--- src/rtl/pong_match_ctrl.sv ---
// rtl/pong_match_ctrl.sv - Pong match sequencer: serve, rally, pause, scoring, win detection
module pong_match_ctrl #(
  parameter int WIN_SCORE   = 9,
  parameter int SERVE_DELAY = 60,
  parameter int POINT_DELAY = 40
) (
  input  logic       dyn_clk,
  input  logic       reset,
  input  logic       play,
  input  logic       goal_ply1,
  input  logic       goal_ply2,
  output logic       ball_reset,
  output logic       ball_run,
  output logic       reset_goals,
  output logic [3:0] score_ply1,
  output logic [3:0] score_ply2,
  output logic [1:0] winner,
  output logic [2:0] state_code
);

  typedef enum logic [2:0] {
    IDLE     = 3'd0,
    SERVE    = 3'd1,
    RALLY    = 3'd2,
    POINT    = 3'd3,
    PAUSE    = 3'd4,
    GAMEOVER = 3'd5
  } state_t;

  // Timer reload values are one less than the dwell because the load tick counts.
  localparam logic [7:0] SERVE_LOAD = 8'(SERVE_DELAY - 1);
  localparam logic [7:0] POINT_LOAD = 8'(POINT_DELAY - 1);
  localparam logic [3:0] WIN        = 4'(WIN_SCORE);

  state_t     state;
  logic [7:0] timer;
  logic       play_q;
  logic       play_rise;

  assign play_rise  = play & ~play_q;
  assign state_code = state;

  // Match state machine; every output is a register updated here.
  always_ff @(posedge dyn_clk) begin
    if (reset) begin
      state       <= IDLE;
      score_ply1  <= 4'd0;
      score_ply2  <= 4'd0;
      winner      <= 2'd0;
      ball_run    <= 1'b0;
      ball_reset  <= 1'b1;
      reset_goals <= 1'b0;
      timer       <= 8'd0;
      play_q      <= 1'b0;
    end else begin
      play_q      <= play;
      ball_reset  <= 1'b0;
      reset_goals <= 1'b0;
      ball_run    <= 1'b0;
      case (state)
        IDLE, GAMEOVER: begin
          if (play_rise) begin
            score_ply1  <= 4'd0;
            score_ply2  <= 4'd0;
            winner      <= 2'd0;
            reset_goals <= 1'b1;
            ball_reset  <= 1'b1;
            timer       <= SERVE_LOAD;
            state       <= SERVE;
          end
        end
        SERVE: begin
          if (timer == 8'd0) begin
            state    <= RALLY;
            ball_run <= 1'b1;
          end else begin
            timer <= timer - 8'd1;
          end
        end
        RALLY: begin
          // A goal always takes priority over a pause request in the same tick.
          if (goal_ply1 && goal_ply2) begin
            ball_reset <= 1'b1;
            timer      <= SERVE_LOAD;
            state      <= SERVE;
          end else if (goal_ply1) begin
            if (score_ply1 != 4'd15) score_ply1 <= score_ply1 + 4'd1;
            timer <= POINT_LOAD;
            state <= POINT;
          end else if (goal_ply2) begin
            if (score_ply2 != 4'd15) score_ply2 <= score_ply2 + 4'd1;
            timer <= POINT_LOAD;
            state <= POINT;
          end else if (play_rise) begin
            state <= PAUSE;
          end else begin
            ball_run <= 1'b1;
          end
        end
        POINT: begin
          if (timer == 8'd0) begin
            if (score_ply1 >= WIN) begin
              winner <= 2'd1;
              state  <= GAMEOVER;
            end else if (score_ply2 >= WIN) begin
              winner <= 2'd2;
              state  <= GAMEOVER;
            end else begin
              ball_reset <= 1'b1;
              timer      <= SERVE_LOAD;
              state      <= SERVE;
            end
          end else begin
            timer <= timer - 8'd1;
          end
        end
        PAUSE: begin
          if (play_rise) begin
            ball_run <= 1'b1;
            state    <= RALLY;
          end
        end
        default: state <= IDLE;
      endcase
    end
  end

endmodule

--- config.mk ---
export PLATFORM = sky130hd
export DESIGN_NAME = pong_match_ctrl
export DESIGN_NICKNAME = d
export VERILOG_FILES = /design/src/rtl/pong_match_ctrl.sv
export SDC_FILE = /design/constraint.sdc
export NUM_CORES = 1
export LEC_CHECK = 0
export CELL_PAD_IN_SITES_DETAIL_PLACEMENT = 0
export CELL_PAD_IN_SITES_GLOBAL_PLACEMENT = 1
export CORE_MARGIN = 1
export CORE_UTILIZATION = 35
export DETAILED_ROUTE_END_ITERATION = 8
export PLACE_DENSITY = 0.77
export SYNTH_ARGS = -nofsm -noshare
export SYNTH_HDL_FRONTEND = slang
export SYNTH_SLANG_ARGS = --single-unit
--- constraint.sdc ---
create_clock -name dyn_clk -period 2.76 [get_ports dyn_clk]
set_clock_uncertainty 0.2 [all_clocks]
set_input_delay 0.276 -clock dyn_clk [delete_from_list [all_inputs] [get_ports dyn_clk]]
set_output_delay 0.276 -clock dyn_clk [all_outputs]
set_load 0.02 [all_outputs]
# Word-level counts from Yosys, hierarchy flattened
# Index checks and enable logic that the tools add are counted.
[op_classes]
n_addsub = 3
order_cmp = 2
n_eq_ne = 23
n_mux = 47
bitwise_logic = 3
reduce_logical = 13
[op_table]
columns = ["operator", "count"]
rows = [
  ["8-bit two-way mux", 8],
  ["4-bit two-way mux", 8],
  ["8-bit case mux with 4 select lines", 1],
  ["3-bit two-way mux", 10],
  ["2-bit != test, second input constant", 11],
  ["4-bit case mux with 2 select lines", 2],
  ["3-bit case mux with 5 select lines", 1],
  ["4-bit != test, second input constant", 3],
  ["6-bit AND reduction", 2],
  ["1-bit two-way mux", 10],
  ["5-bit AND reduction", 2],
  ["3-bit != test, second input constant", 3],
  ["4-bit by 1-bit adder with 4-bit output, second input constant", 2],
  ["4-bit greater-or-equal comparator, second input constant", 2],
  ["8-bit zero test", 1],
  ["2-bit two-way mux", 4],
  ["8-bit by 1-bit subtractor with 8-bit output, second input constant", 1],
  ["3-bit by 2-bit == test with 1-bit output, second input constant", 2],
  ["3-bit == test, second input constant", 2],
  ["1-bit case mux with 3 select lines", 2],
  ["5-bit != test, second input constant", 1],
  ["2-bit case mux with 2 select lines", 1],
  ["4-bit AND reduction", 1],
  ["2-bit nonzero test", 2],
  ["other kinds (7)", 9],
]
[totals]
register_bits = 25
inputBits = 5
out_inout_bits = 16
word_cells = 100

# Depth between registers and ports, before layout
[depth]
depth_word = 7
mapped_depth = 7

# Worst setup path after synthesis
# OpenSTA, ideal clock, no wires.
[synth_path]
path_type = "reg-to-reg"
from = "register score_ply1[1]"
to = "register timer[0]"
arrival_time_ns = 2.058
required_ns = 2.473
setup_slack_ns = 0.415
path_stages_with_launch = 8
period_less_slack_ns = 2.345
cell_sequence = "dfxtp_1 inv_1 ha_1 or3b_1 a221oi_1 o22ai_2 or3_1 o31ai_1"
[synth_via]
elab_chain_cells = 3
[synth_lines]
columns = ["element", "line_no", "source"]
rows = [
  ["from (decl)", "15", "output logic [3:0] score_ply1,"],
  ["from (signal assigned)", "87", "if (score_ply1 != 4'd15) score_ply1 <= score_ply1 + 4'd1;"],
  ["4-bit greater-or-equal comparator", "102", "if (score_ply1 >= WIN) begin"],
  ["3-bit != test (no source line)", "n/a", ""],
  ["6-bit AND reduction (no source line)", "n/a", ""],
  ["to (signal assigned)", "77", "timer <= timer - 8'd1;"],
  ["to (signal assigned)", "114", "timer <= timer - 8'd1;"],
  ["to (decl)", "36", "logic [7:0] timer;"],
]
# Every way passes these cells.
# A chain may end at the register's enable or synchronous reset.

# Worst setup path in the final report
# Same ends and word-level chain as after synthesis.

==> results.md <==
- The run finished with clean final reports.
- The buffer levels on the longest clock path is 2.
- The number of failing setup endpoints in the final timing report is 0.
- The diode insertion count for antenna repair is 0.
- The final routed wirelength across all metal layers is 3545 µm.
- The clock latency on the worst-skew pair is 0.27 ns.
- The final route contains 1358 vias.
- The kind of capture point of the worst setup path is a flip-flop.
- After synthesis, the mean cell area works out to 8.337 µm².
- Registers are responsible for 46.9% of the overall power.
- The worst-case register-to-register setup slack is 0.15 ns.
- The most numerous cell in the Yosys netlist is dfxtp_1.
- Summed over all nets, wire length on met3 after detailed routing comes to 132 µm.
- The placement row count is 23.
- The port buffer count is 20.
- The total count of hold-check failures in the final report is 0.
- The combined flip-flop and latch cell area is 500.5 µm².
- In this run the critical register-to-register path is captured at timer[0].
- The synthesized instance count is 175.
- The number of iterations in the first detailed-routing pass is 4.
- Clock tree synthesis selected as its root buffer the cell clkbuf_8.
- The post-cts repair resize count is 0.
- Tracing the worst setup path back leads to its startpoint at score_ply1[1].
- In this run the remaining antenna-violating nets after routing total 0.
- In this run the number of H-tree levels came out at 1.
- The initial standard-cell utilization of the core is 36.47%.
- Data on the critical path is required at its endpoint by 2.74 ns.
- The CTS tree is yes.
- The leading area contributor after synthesis is dfxtp_1.
- At the worst endpoint, the arrival time is 2.59 ns.
- The relative area change from synthesis to final layout is 21.70%.
- The count of state elements after synthesis is 25.
- The portion of the clock cycle consumed by the worst path in the final layout is 94.57%.
- Entering global routing, the biggest net connects 16 pins.
- The power per standard cell area is 503.8 nW/µm².
- The clock network fraction of total power is 24.8%.
- In this run the cell area of the synthesized design comes to 1459 µm².
- The floorplan step defined a die boundary enclosing 4430 µm².
- Of all flip-flops after synthesis, the portion carrying an async set or reset was 0%.
- The wire length of the first global-routing pass is 5844 µm.
- The remaining max-slew budget at the tightest pin is 64.21%.
- The distinct cell type count of the synthesized netlist is 45.
- The global-route usage over all layers is 17.22%.
- The portion of synthesized cell area occupied by the leading cell type is 34.31%.
- The classification of the worst-slack hold path is reg2reg.
- The routed wirelength normalized by instance count is 14.35 µm.
- From bottom edge to top edge, the die measures 66.56 µm.
- The startpoint identified for the worst register-to-register timing path is score_ply1[1].
- The total negative slack is 0 ns.
- The sort of element at the start of the critical path is a flip-flop.
- The switching portion of total power is 33.07%.
- Setup repair after global routing left no endpoint under its margin.
- The buffers inserted during post-CTS setup optimization is 0.
- In the final design database the tool counted 213 nets.
- The count of hold-fix buffers inserted at cts is 0.
- IR analysis of the VDD net gives a maximum drop of 0.2500 mV.
- The static leakage is 0.6773 nW.
- During synthesis, Yosys emitted a total of 0 warnings.
- The die extent in x is 66.56 µm.
- The number of global-route vias before repair came to 1264.
- After synthesis, the cell types taking the most area are dfxtp_1 34%, ha_1 8.6%, a21oi_1 5.1%.
- The highest clock frequency the design can meet is 383.1 MHz.
- The max-capacitance violation count is 0.
- The filler cell count is 387.
- The depth of the worst register-to-register path is 7.
- In the routed layout, each cell is associated on average with a via count of 5.498.
- Along the worst path, the maximum fanout reaches 9.
- Counting flops with a built-in enable in the synthesized netlist gives 0.
- The worst setup path is of the reg2reg kind.
- The worst setup path endpoint is timer[0].
- Sorting the synthesized cells by how often they occur yields 25 x dfxtp_1, 19 x nor2_1, 15 x a21oi_1.
- The part of the total power dissipated in combinational logic is 28.3%.
- The clock slew seen by the registers of the worst setup and hold paths is 0.09 ns.
- During I/O placement, the number of pins put on the boundary was 21.
- The routed design uses 1693 µm of met2 wire.
- Once placement completed, the tool counted placed cells totaling 243.
- TritonCTS created 3 clock buffers.
- The cell internal power dissipation is 598.7 µW.
- For this run, the share of the core covered by cells in the final layout is 44.39%.
- Routed signal wires occupy layers up through met4.
- The number of DRC violations after detailed-routing iteration 0 is 30.
- The routability congestion estimate from global placement is 0.8287.
- The clock period minus worst slack is 2.610 ns.
- After global routing the overflow that remains totals 0.
- The number of sinks handled by clock tree synthesis is 25.
- For this design the total switching power over the nets is 295.8 µW.
- Counting every net in the synthesized netlist gives 190.
- In the routed design, unresolved DRC markers number 0.
- The proportion of layout cells with a drive suffix above 1 is 8.629%.
- The half-perimeter wire length after placement is 2633 µm.
- The final cell count without fillers is 247.
- The detailed router put a total of 1635 µm of wire on met1.
- The number of antenna violations at the first check in global routing is 0.
- The final max-slew violation count was 0.
- Among all flip-flop cells after synthesis, the most frequent one is dfxtp_1.
- The sequential share of the synthesized area is 34.31%.
- The core region is 4000 µm².
- For the pin with the worst max-slew slack, the measured transition is 0.5357 ns.
- In the final layout, the multi-input gates occupy 883.3 µm².
==> final cells by class <==
class	instances	share of cell area [%]
Inverter	14	2.960
Sequential cell	25	28.19
Clock inverter	1	0.2819
Clock buffer	3	2.326
Multi-Input combinational cell	130	49.75
Timing Repair Buffer	24	12.97
Tap cell	50	3.524
==> flip-flops by register name, indices dropped and copies added, names as in the netlist <==
| register | count |
|---|---|
| ball_reset | 1 |
| ball_run | 1 |
| play_q | 1 |
| reset_goals | 1 |
| score_ply1 | 4 |
| score_ply2 | 4 |
| state_code | 3 |
| timer | 8 |
| winner | 2 |
==> layout by cell type, fill, tap and decap left out, types with 3 or more instances in the layout <==
cell type and n:
ha_1 10, and3_1 3, buf_4 4, clkdlybuf4s50_1 20, o21ai_0 9, nand2b_1 4
xor2_1 3, dfxtp_1 25, a31oi_1 3, nor3_2 3, nor2b_1 5, nand3_1 8
or3_1 4, inv_1 14, nor3_1 3, nor2_1 19, a21oi_1 15, clkbuf_8 3
nand2_1 5, nand4_1 3
==> routing by layer <==
metal	GRT usage [%]	up-vias
met5	0	-
met4	7.979	0
met3	2.397	10
met2	27.78	31
met1	22.37	638
li1	-	679
==> worst min path at each step <==
stage	startpoint	end	slack, ns	cells past startpoint
floorplan	play	play_q	0.20	1
global placement	winner[0]	winner[0]	0.26	1
detailed placement	winner[1]	winner[1]	0.27	1
CTS	winner[1]	winner[1]	0.29	1
global route	winner[1]	winner[1]	0.31	1
finish	winner[1]	winner[1]	0.29	1
==> through the flow <==
step / total power [mW] / area, µm² / hold WS, ns / worst slack [ns]
floorplan: 0.6031 / 1459 / 0.2042 / 0.4152
global placement: 0.6730 / 1729 / 0.2606 / 0.3157
detailed placement: 0.6786 / 1729 / 0.2700 / 0.2381
CTS: 0.8978 / 1775 / 0.2875 / 0.1982
global route: 0.9540 / 1775 / 0.3123 / 0.04672
finish: 0.8944 / 1775 / 0.2924 / 0.1498
==> power by group through the flow <==
stage | clock network, mW | logic, mW | registers (mW)
6_report | 0.221 | 0.253 | 0.420
5_1_grt | 0.249 | 0.280 | 0.425
4_1_cts | 0.226 | 0.252 | 0.420
3_5_place_dp | 0 | 0.250 | 0.428
3_3_place_gp | 0 | 0.246 | 0.427
2_1_floorplan | 0 | 0.177 | 0.426
==> cells by family after synthesis <==
logic type | synth area share, %
adders and majority gates | 8.576
xor gates and xnor gates | 2.402
muxes | 1.458
buffers and inverters | 5.146
and+or+nand+nor | 27.27
AOI/OAI and AO/OA | 20.84
DFF | 34.31
==> critical path, stage by stage (launching register included) <==
cell and delay, ns:
dfxtp_1 0.42, inv_1 0.10, ha_1 0.18, or3b_1 0.41, a221oi_1 0.51, o22ai_2 0.27
or3_1 0.36, o31ai_1 0.08
No activity file was read; power rests on OpenSTA's default activity.
